<file path="config.mk">
export PLATFORM = sky130hd
export DESIGN_NAME = iir_coef_loader
export DESIGN_NICKNAME = d
export VERILOG_FILES = /design/src/rtl/iir_coef_loader.sv
export SDC_FILE = /design/constraint.sdc
export NUM_CORES = 1
export LEC_CHECK = 0
export BUFFER_PORTS_ARGS = -buffer_cell sky130_fd_sc_hd__buf_2
export CAP_MARGIN = 20
export CORE_ASPECT_RATIO = 0.9
export CORE_UTILIZATION = 37
export CTS_CLUSTER_DIAMETER = 120
export DETAILED_ROUTE_END_ITERATION = 12
export GPL_ROUTABILITY_DRIVEN = 0
export PLACE_DENSITY = 0.72
export SLEW_MARGIN = 20
export SYNTH_ARGS = -nofsm -noshare
export SYNTH_HDL_FRONTEND = slang
export SYNTH_SLANG_ARGS = --single-unit
</file>
<file path="constraint.sdc">
create_clock -name CLK -period 2 [get_ports CLK]
set_input_delay 0.1 -clock CLK [delete_from_list [all_inputs] [get_ports CLK]]
set_output_delay 0.1 -clock CLK [all_outputs]
set_load 0.02 [all_outputs]
</file>
<file path="src/rtl/iir_coef_loader.sv">
// Streams scale and coefficient words into an IIR filter's memories.
// Word order: scale[0], then per section six coefficients followed by the next scale word.
module iir_coef_loader #(
    parameter  int NUMBER  = 4,
    parameter  int TAPSIZE = 3,
    parameter  int WIS     = 5,
    parameter  int WFS     = 11,
    localparam int AW      = $clog2(TAPSIZE*2*NUMBER),
    localparam int W       = WIS + WFS
) (
    input  logic          CLK,
    input  logic          RST,
    input  logic          start,
    input  logic          abort,
    input  logic          s_valid,
    input  logic [W-1:0]  s_data,
    output logic          s_ready,
    output logic          wr_en,
    output logic          wr_sel,
    output logic [AW-1:0] wr_addr,
    output logic [W-1:0]  wr_data,
    output logic          busy,
    output logic          done,
    output logic          err
);
    localparam int SW = $clog2(NUMBER + 1);
    localparam int TW = (2*TAPSIZE > 1) ? $clog2(2*TAPSIZE) : 1;

    typedef enum logic [1:0] {IDLE, SCALE, COEF, DONE} state_t;

    state_t        state, state_nxt;
    logic [SW-1:0] sec, sec_nxt;
    logic [TW-1:0] tap, tap_nxt;
    logic          accept;
    logic [AW-1:0] coef_addr;

    always_ff @(posedge CLK or posedge RST) begin
        if (RST) begin
            state <= IDLE;
            sec   <= '0;
            tap   <= '0;
        end else begin
            state <= state_nxt;
            sec   <= sec_nxt;
            tap   <= tap_nxt;
        end
    end

    // s_ready is a pure state decode, so acceptance never depends combinationally on itself
    assign accept = s_valid && s_ready && !abort;

    always_comb begin
        state_nxt = state;
        sec_nxt   = sec;
        tap_nxt   = tap;
        if (abort && state != IDLE) begin
            state_nxt = IDLE;
            sec_nxt   = '0;
            tap_nxt   = '0;
        end else begin
            case (state)
                IDLE, DONE: if (start) begin
                    state_nxt = SCALE;
                    sec_nxt   = '0;
                    tap_nxt   = '0;
                end
                SCALE: if (accept) begin
                    state_nxt = (sec == SW'(NUMBER)) ? DONE : COEF;
                    tap_nxt   = '0;
                end
                COEF: if (accept) begin
                    if (tap == TW'(2*TAPSIZE - 1)) begin
                        state_nxt = SCALE;
                        sec_nxt   = sec + 1'b1;
                        tap_nxt   = '0;
                    end else begin
                        tap_nxt = tap + 1'b1;
                    end
                end
                default: state_nxt = IDLE;
            endcase
        end
    end

    always_comb begin
        s_ready = (state == SCALE) || (state == COEF);
        busy    = s_ready;
        done    = (state == DONE);
    end

    assign coef_addr = AW'(32'(sec) * (2*TAPSIZE)) + AW'(tap);

    always_ff @(posedge CLK or posedge RST) begin
        if (RST) begin
            wr_en   <= 1'b0;
            wr_sel  <= 1'b0;
            wr_addr <= '0;
            wr_data <= '0;
            err     <= 1'b0;
        end else begin
            wr_en <= accept;
            if (accept) begin
                wr_sel  <= (state == COEF);
                wr_addr <= (state == COEF) ? coef_addr : AW'(sec);
                wr_data <= s_data;
            end
            err <= (start && busy && !abort) ||
                   (s_valid && (state == IDLE || state == DONE));
        end
    end

endmodule

</file>
# Word-level counts from Yosys, hierarchy flattened
# Cells that the tools add are included.
# word_totals
register_bits	32
latch_bits	0
ram_bits	0
rom_bits	0
word_cells	56
memories	0
# classes
n_addsub	3
mul	1
div	0
n_lt_le_gt_ge	0
n_eq_ne	9
n_shift	0
n_mux	18
bitwise	0
n_reduce_logical	17
# ops
op	n
3-bit 2-to-1 mux	8
3-bit != test, second input constant	4
2-bit 2-to-1 mux	5
3-bit one-hot mux with 3 select lines	1
4-bit AND reduction	2
3-bit by 1-bit adder with 3-bit output, second input constant	2
3-bit equality test, second input constant	2
1-bit logical AND	6
2-bit one-hot mux with 3 select lines	1
3-bit one-hot mux with 2 select lines	1
5-bit by 3-bit adder with 5-bit output	1
5-bit 2-to-1 mux	1
2-bit equality test, second input constant	2
3-bit by 2-bit multiplier with 4-bit output, second input constant	1
1-bit logical OR	3
3-bit AND reduction	1
3-bit nonzero test	1
2-bit by 1-bit equality test with 1-bit output, second input constant	1
2-bit zero test	1
2-bit nonzero test	1
2-bit OR reduction	1
1-bit zero test	1
1-bit 2-to-1 mux	1

# Longest topological paths before layout
# logic_depth
ltp_word	7
ltp_mapped	7
depth_no_buf	7

# Least setup slack after synthesis
# Ideal clock, no wire load.
# synth_path
path_kind	register to register
startpoint	register state[0]
endpoint	register sec[2]
setup_ns	0.122
t_arrival_ns	1.622
path_slack_ns	0.257
path_stages_with_launch	7
period_less_slack_ns	1.743
path_cell_list	dfrtp_1 > inv_1 > ha_1 > nand3b_2 > a32oi_1 > o21ai_1 > a32o_1
# synth_via
elab_chain_len	6
# synth_lines
item	line	text
start, declared	31	state_t state, state_nxt;
start signal, assigned	43	state <= state_nxt;
2-bit by 1-bit equality test with 1-bit output or 2-bit equality test (tied branches)	86	s_ready = (state == SCALE) || (state == COEF);
1-bit logical OR *	86	
named net busy	22	output logic busy,
1-bit logical AND * (2 in series)	50	assign accept = s_valid && s_ready && !abort;
3-bit != test (no line) *	n/a	
4-bit AND reduction (no line) *	n/a	
end signal, assigned	44	sec <= sec_nxt;
end, declared	32	logic [SW-1:0] sec, sec_nxt;
# Mark *: on every way through the listed nets, which the timed path passes. The rest lies on a longest branch.
# A chain may end at the register's enable or synchronous reset.

# Worst setup path in the final report
# layout_path
startpoint	register state[1]
endpoint	register sec[2]
# layout_via
elab_chain_len	6
# layout_lines
item	line
2-bit by 1-bit equality test with 1-bit output or 2-bit equality test (tied branches)	86, 61
1-bit logical OR	86
1-bit logical AND (2 in series)	50
3-bit != test (no line)	n/a
4-bit AND reduction (no line)	n/a
# Parallel ways exist; a longest one is shown, timed or not.

==> impl_metrics.env <==
export IMPL_worstMarginPinSlew_ns=0.404
export IMPL_multi_input_area_sq_um=696
export IMPL_core_sq_um=4100
export IMPL_clockBufferDepth=2
export IMPL_combPwrFrac_pct=47.1
export IMPL_timing_rr_end="sec[2]"
export IMPL_fp_dieW_um=70.9
export IMPL_ff_latch_area_sq_um=801
export IMPL_clk_latency_ns=0.28
export IMPL_clk_pin_slew_ns=0.07
export IMPL_finalHoldViolCount=0
export IMPL_worst_r2r_cell_count=6
export IMPL_grt_start_max_net_pins=33
export IMPL_antenna_left=0
export IMPL_yosys_warnings=0
export IMPL_via_count=1250
export IMPL_wl_met1_um=1510
export IMPL_hold_path_class="in2reg"
export IMPL_hp_start="s_data[7]"
export IMPL_htree_levels=2
export IMPL_dp_hpwl_um=2310
export IMPL_antenna_found_initial=0
export IMPL_cp_required_ns=2.17
export IMPL_r2r_start="state[1]"
export IMPL_p_int_mw=1.64
export IMPL_synthDistinctLibCells=31
export IMPL_nets=250
export IMPL_viasPerCell=4.68
export IMPL_cp_num_buf_inv=1
export IMPL_netlist_area_sq_um=1580
export IMPL_ys_seq_area_share_pct=50.6
export IMPL_finalClockSkew_ns=0.00739
export IMPL_cts_sinks=32
export IMPL_ioPinCount=48
export IMPL_die_area_sq_um=4540
export IMPL_fillers=389
export IMPL_io_buffers=47
export IMPL_power_leakage_nw=1.06
export IMPL_routed_wl_met2_um=1390
export IMPL_arrival_ns=2.01
export IMPL_critical_path_depth=6
export IMPL_path_max_fanout=10
export IMPL_pre_cts_slack_ns=0.150
export IMPL_r2r_slack_ns=0.17
export IMPL_met3_length_um=145
export IMPL_crit_type="reg2reg"
export IMPL_rsz0062_at_grt="false"
export IMPL_synth_cells=167
export IMPL_path_delay_family="compound AO/OA/AOI/OAI gates"
export IMPL_areaGrowthSynthToFinish_pct=24.7
export IMPL_wl_per_cell_um=11.6
export IMPL_start_kind="flop"
export IMPL_drt_first_pass_iters=6
export IMPL_syn_num_nets=198
export IMPL_outcome="finished clean"
export IMPL_tritoncts="done"
export IMPL_sequentialPowerShare_pct=34.2
export IMPL_gr_usage_all_layers_pct=15.3
export IMPL_synth_top_area_share_pct=50.6
export IMPL_diodes=0
export IMPL_first_iter_violations=95
export IMPL_end_kind="flop"
export IMPL_ys_ff_latch=32
export IMPL_grt_pass1_vias=1133
export IMPL_drc_errors=0
export IMPL_drive_above_1_share_pct=30.1
export IMPL_slowest_delay_ns=0.42
export IMPL_grt_pass1_wl_um=5290
export IMPL_syn_avg_cell_area_sq_um=9.48
export IMPL_layout_min_cycle_time_ns=1.83
export IMPL_drv_slew=0
export IMPL_min_to="wr_data[7]"
export IMPL_cts_root_buf="clkbuf_8"
export IMPL_num_rows=22
export IMPL_fmax_mhz=545
export IMPL_min_period_over_period_pct=91.7
export IMPL_cellPowerDensity_nw_per_um2=1440
export IMPL_cap_viol_max_count=0
export IMPL_p_sw_mw=1.20
export IMPL_wirelength_um=3090
export IMPL_synth_largest_area_cell="dfrtp_1"
export IMPL_die_height_um=64.1
export IMPL_cts_buffers_inserted=5
export IMPL_tns_ns=0
export IMPL_slowest_stage="dfrtp_1"
export IMPL_cp_cell_sequence="inv_1 -> ha_2 -> nand3b_2 -> a32oi_1 -> o21ai_1 -> a32o_1"
export IMPL_ir_worst_vdd_mv=0.358
export IMPL_overflow=0
export IMPL_routed_top_layer="met4"
export IMPL_switching_share_pct=42.2
export IMPL_slew_headroom_pct=73.1
export IMPL_finalWorstSetupSlack_ns=0.165
export IMPL_clkPwrFrac_pct=18.7
export IMPL_hold_path_cell_count=3
export IMPL_initial_core_util_pct=38.6
export IMPL_ys_top_cells_by_area="dfrtp_1 51%, nand2_1 15%, ha_1 6.3%, mux2i_1 3.8%, fa_1 2.5%"
export IMPL_finalSetupViolations=0
layout make-up:
class / instances / area share, %
timing repair buffer: 53 / 14.3
tap: 48 / 3.04
inverter: 10 / 1.90
sequential: 32 / 40.6
clock buffer: 7 / 4.88
multi-input combinational: 117 / 35.3
cells in the mapped netlist:
| library cell | instances |
|---|---|
| nand2_1 | 64 |
| dfrtp_1 | 32 |
| inv_1 | 9 |
| ha_1 | 8 |
| mux2i_1 | 6 |
| buf_2 | 5 |
| o21ai_1 | 5 |
| a21oi_1 | 4 |
| nand3_1 | 4 |
| nor2_1 | 3 |
| a31oi_1 | 2 |
| buf_4 | 2 |
| fa_1 | 2 |
| o211ai_2 | 2 |
| o31ai_1 | 2 |
| xnor2_1 | 2 |
| a22o_1 | 1 |
| a32o_1 | 1 |
| a32oi_1 | 1 |
| and2_1 | 1 |
| buf_6 | 1 |
| inv_2 | 1 |
| mux2_2 | 1 |
| nand2b_1 | 1 |
| nand3b_1 | 1 |
| nand3b_2 | 1 |
| nor3_1 | 1 |
| nor3_2 | 1 |
| o21ai_0 | 1 |
| o21bai_1 | 1 |
| xor2_1 | 1 |
through the flow:
step | hold WS (ns) | util [%] | instance area [sq um] | total power [mW] | instances
final | 0.00942 | 48.1 | 1970 | 2.84 | 267
after global routing | 0.00361 | 48.1 | 1970 | 3.07 | 267
after floorplan | 0.205 | - | 1580 | 1.95 | 167
after CTS | 0.00748 | 48.0 | 1970 | 2.86 | 267
after global placement | 0.207 | 45.5 | 1860 | 2.29 | 259
after detailed placement | 0.210 | 45.5 | 1860 | 2.32 | 259
cells in the final DEF, fill, tap and decap left out, types with 2 or more instances in the layout:
master / synthesis / routed
nand2_1: 64 / 64
buf_2: 5 / 47
dfrtp_1: 32 / 32
inv_1: 9 / 9
ha_1: 8 / 7
clkbuf_8: 0 / 7
mux2i_1: 6 / 6
o21ai_1: 5 / 5
buf_4: 2 / 5
a21oi_1: 4 / 4
nand3_1: 4 / 4
nor2_1: 3 / 3
a31oi_1: 2 / 2
o31ai_1: 2 / 2
xnor2_1: 2 / 2
o211ai_2: 2 / 2
fa_1: 2 / 2
registers in the layout (all words and copies together), names as in the netlist:
signal and cells:
wr_data 16, wr_addr 5, sec 3, tap 3, state 2, err 1, wr_en 1, wr_sel 1
worst reg2reg max path: stages, from the launching register on:
cell and delay (ns):
dfrtp_1 0.42, inv_1 0.08, ha_2 0.41, nand3b_2 0.23, a32oi_1 0.30, o21ai_1 0.10
a32o_1 0.20
cell families after synthesis:
group | count (synthesis) | share of synthesized area, %
AND/OR/NAND/NOR | 77 | 20.1
multiplexers | 7 | 4.51
adder cells (fa/ha/maj) | 10 | 8.85
XOR/XNOR | 3 | 1.66
flip-flops | 32 | 50.6
AO/OA/AOI/OAI | 20 | 8.69
buffers and inverters | 18 | 5.61
repair_timing:
action,in CTS,in global routing
hold buffers,1,0
setup endpoints to repair,0,3
hold endpoints to repair,32,0
gates resized for setup,0,1
setup buffers,0,0
layer usage:
layer	global-route usage, %	vias up
li1	-	639
met1	19.9	574
met2	23.6	31
met3	5.36	6
met4	5.75	0
met5	0	-
worst max-delay path by stage:
stage	from	end
global route	state[1]	sec[2]
CTS	state[1]	sec[2]
detailed placement	state[1]	sec[2]
global placement	state[1]	sec[2]
floorplan	state[0]	sec[2]
finish	state[1]	sec[2]
power by group through the flow:
stage	Sequential (mW)	Clock, mW	Combinational (mW)
2_1_floorplan	1.22	0	0.734
3_3_place_gp	0.976	0	1.31
3_5_place_dp	0.985	0	1.34
4_1_cts	0.974	0.539	1.34
5_1_grt	0.994	0.582	1.50
6_report	0.972	0.530	1.34
No activity file was read; power rests on OpenSTA's default activity.
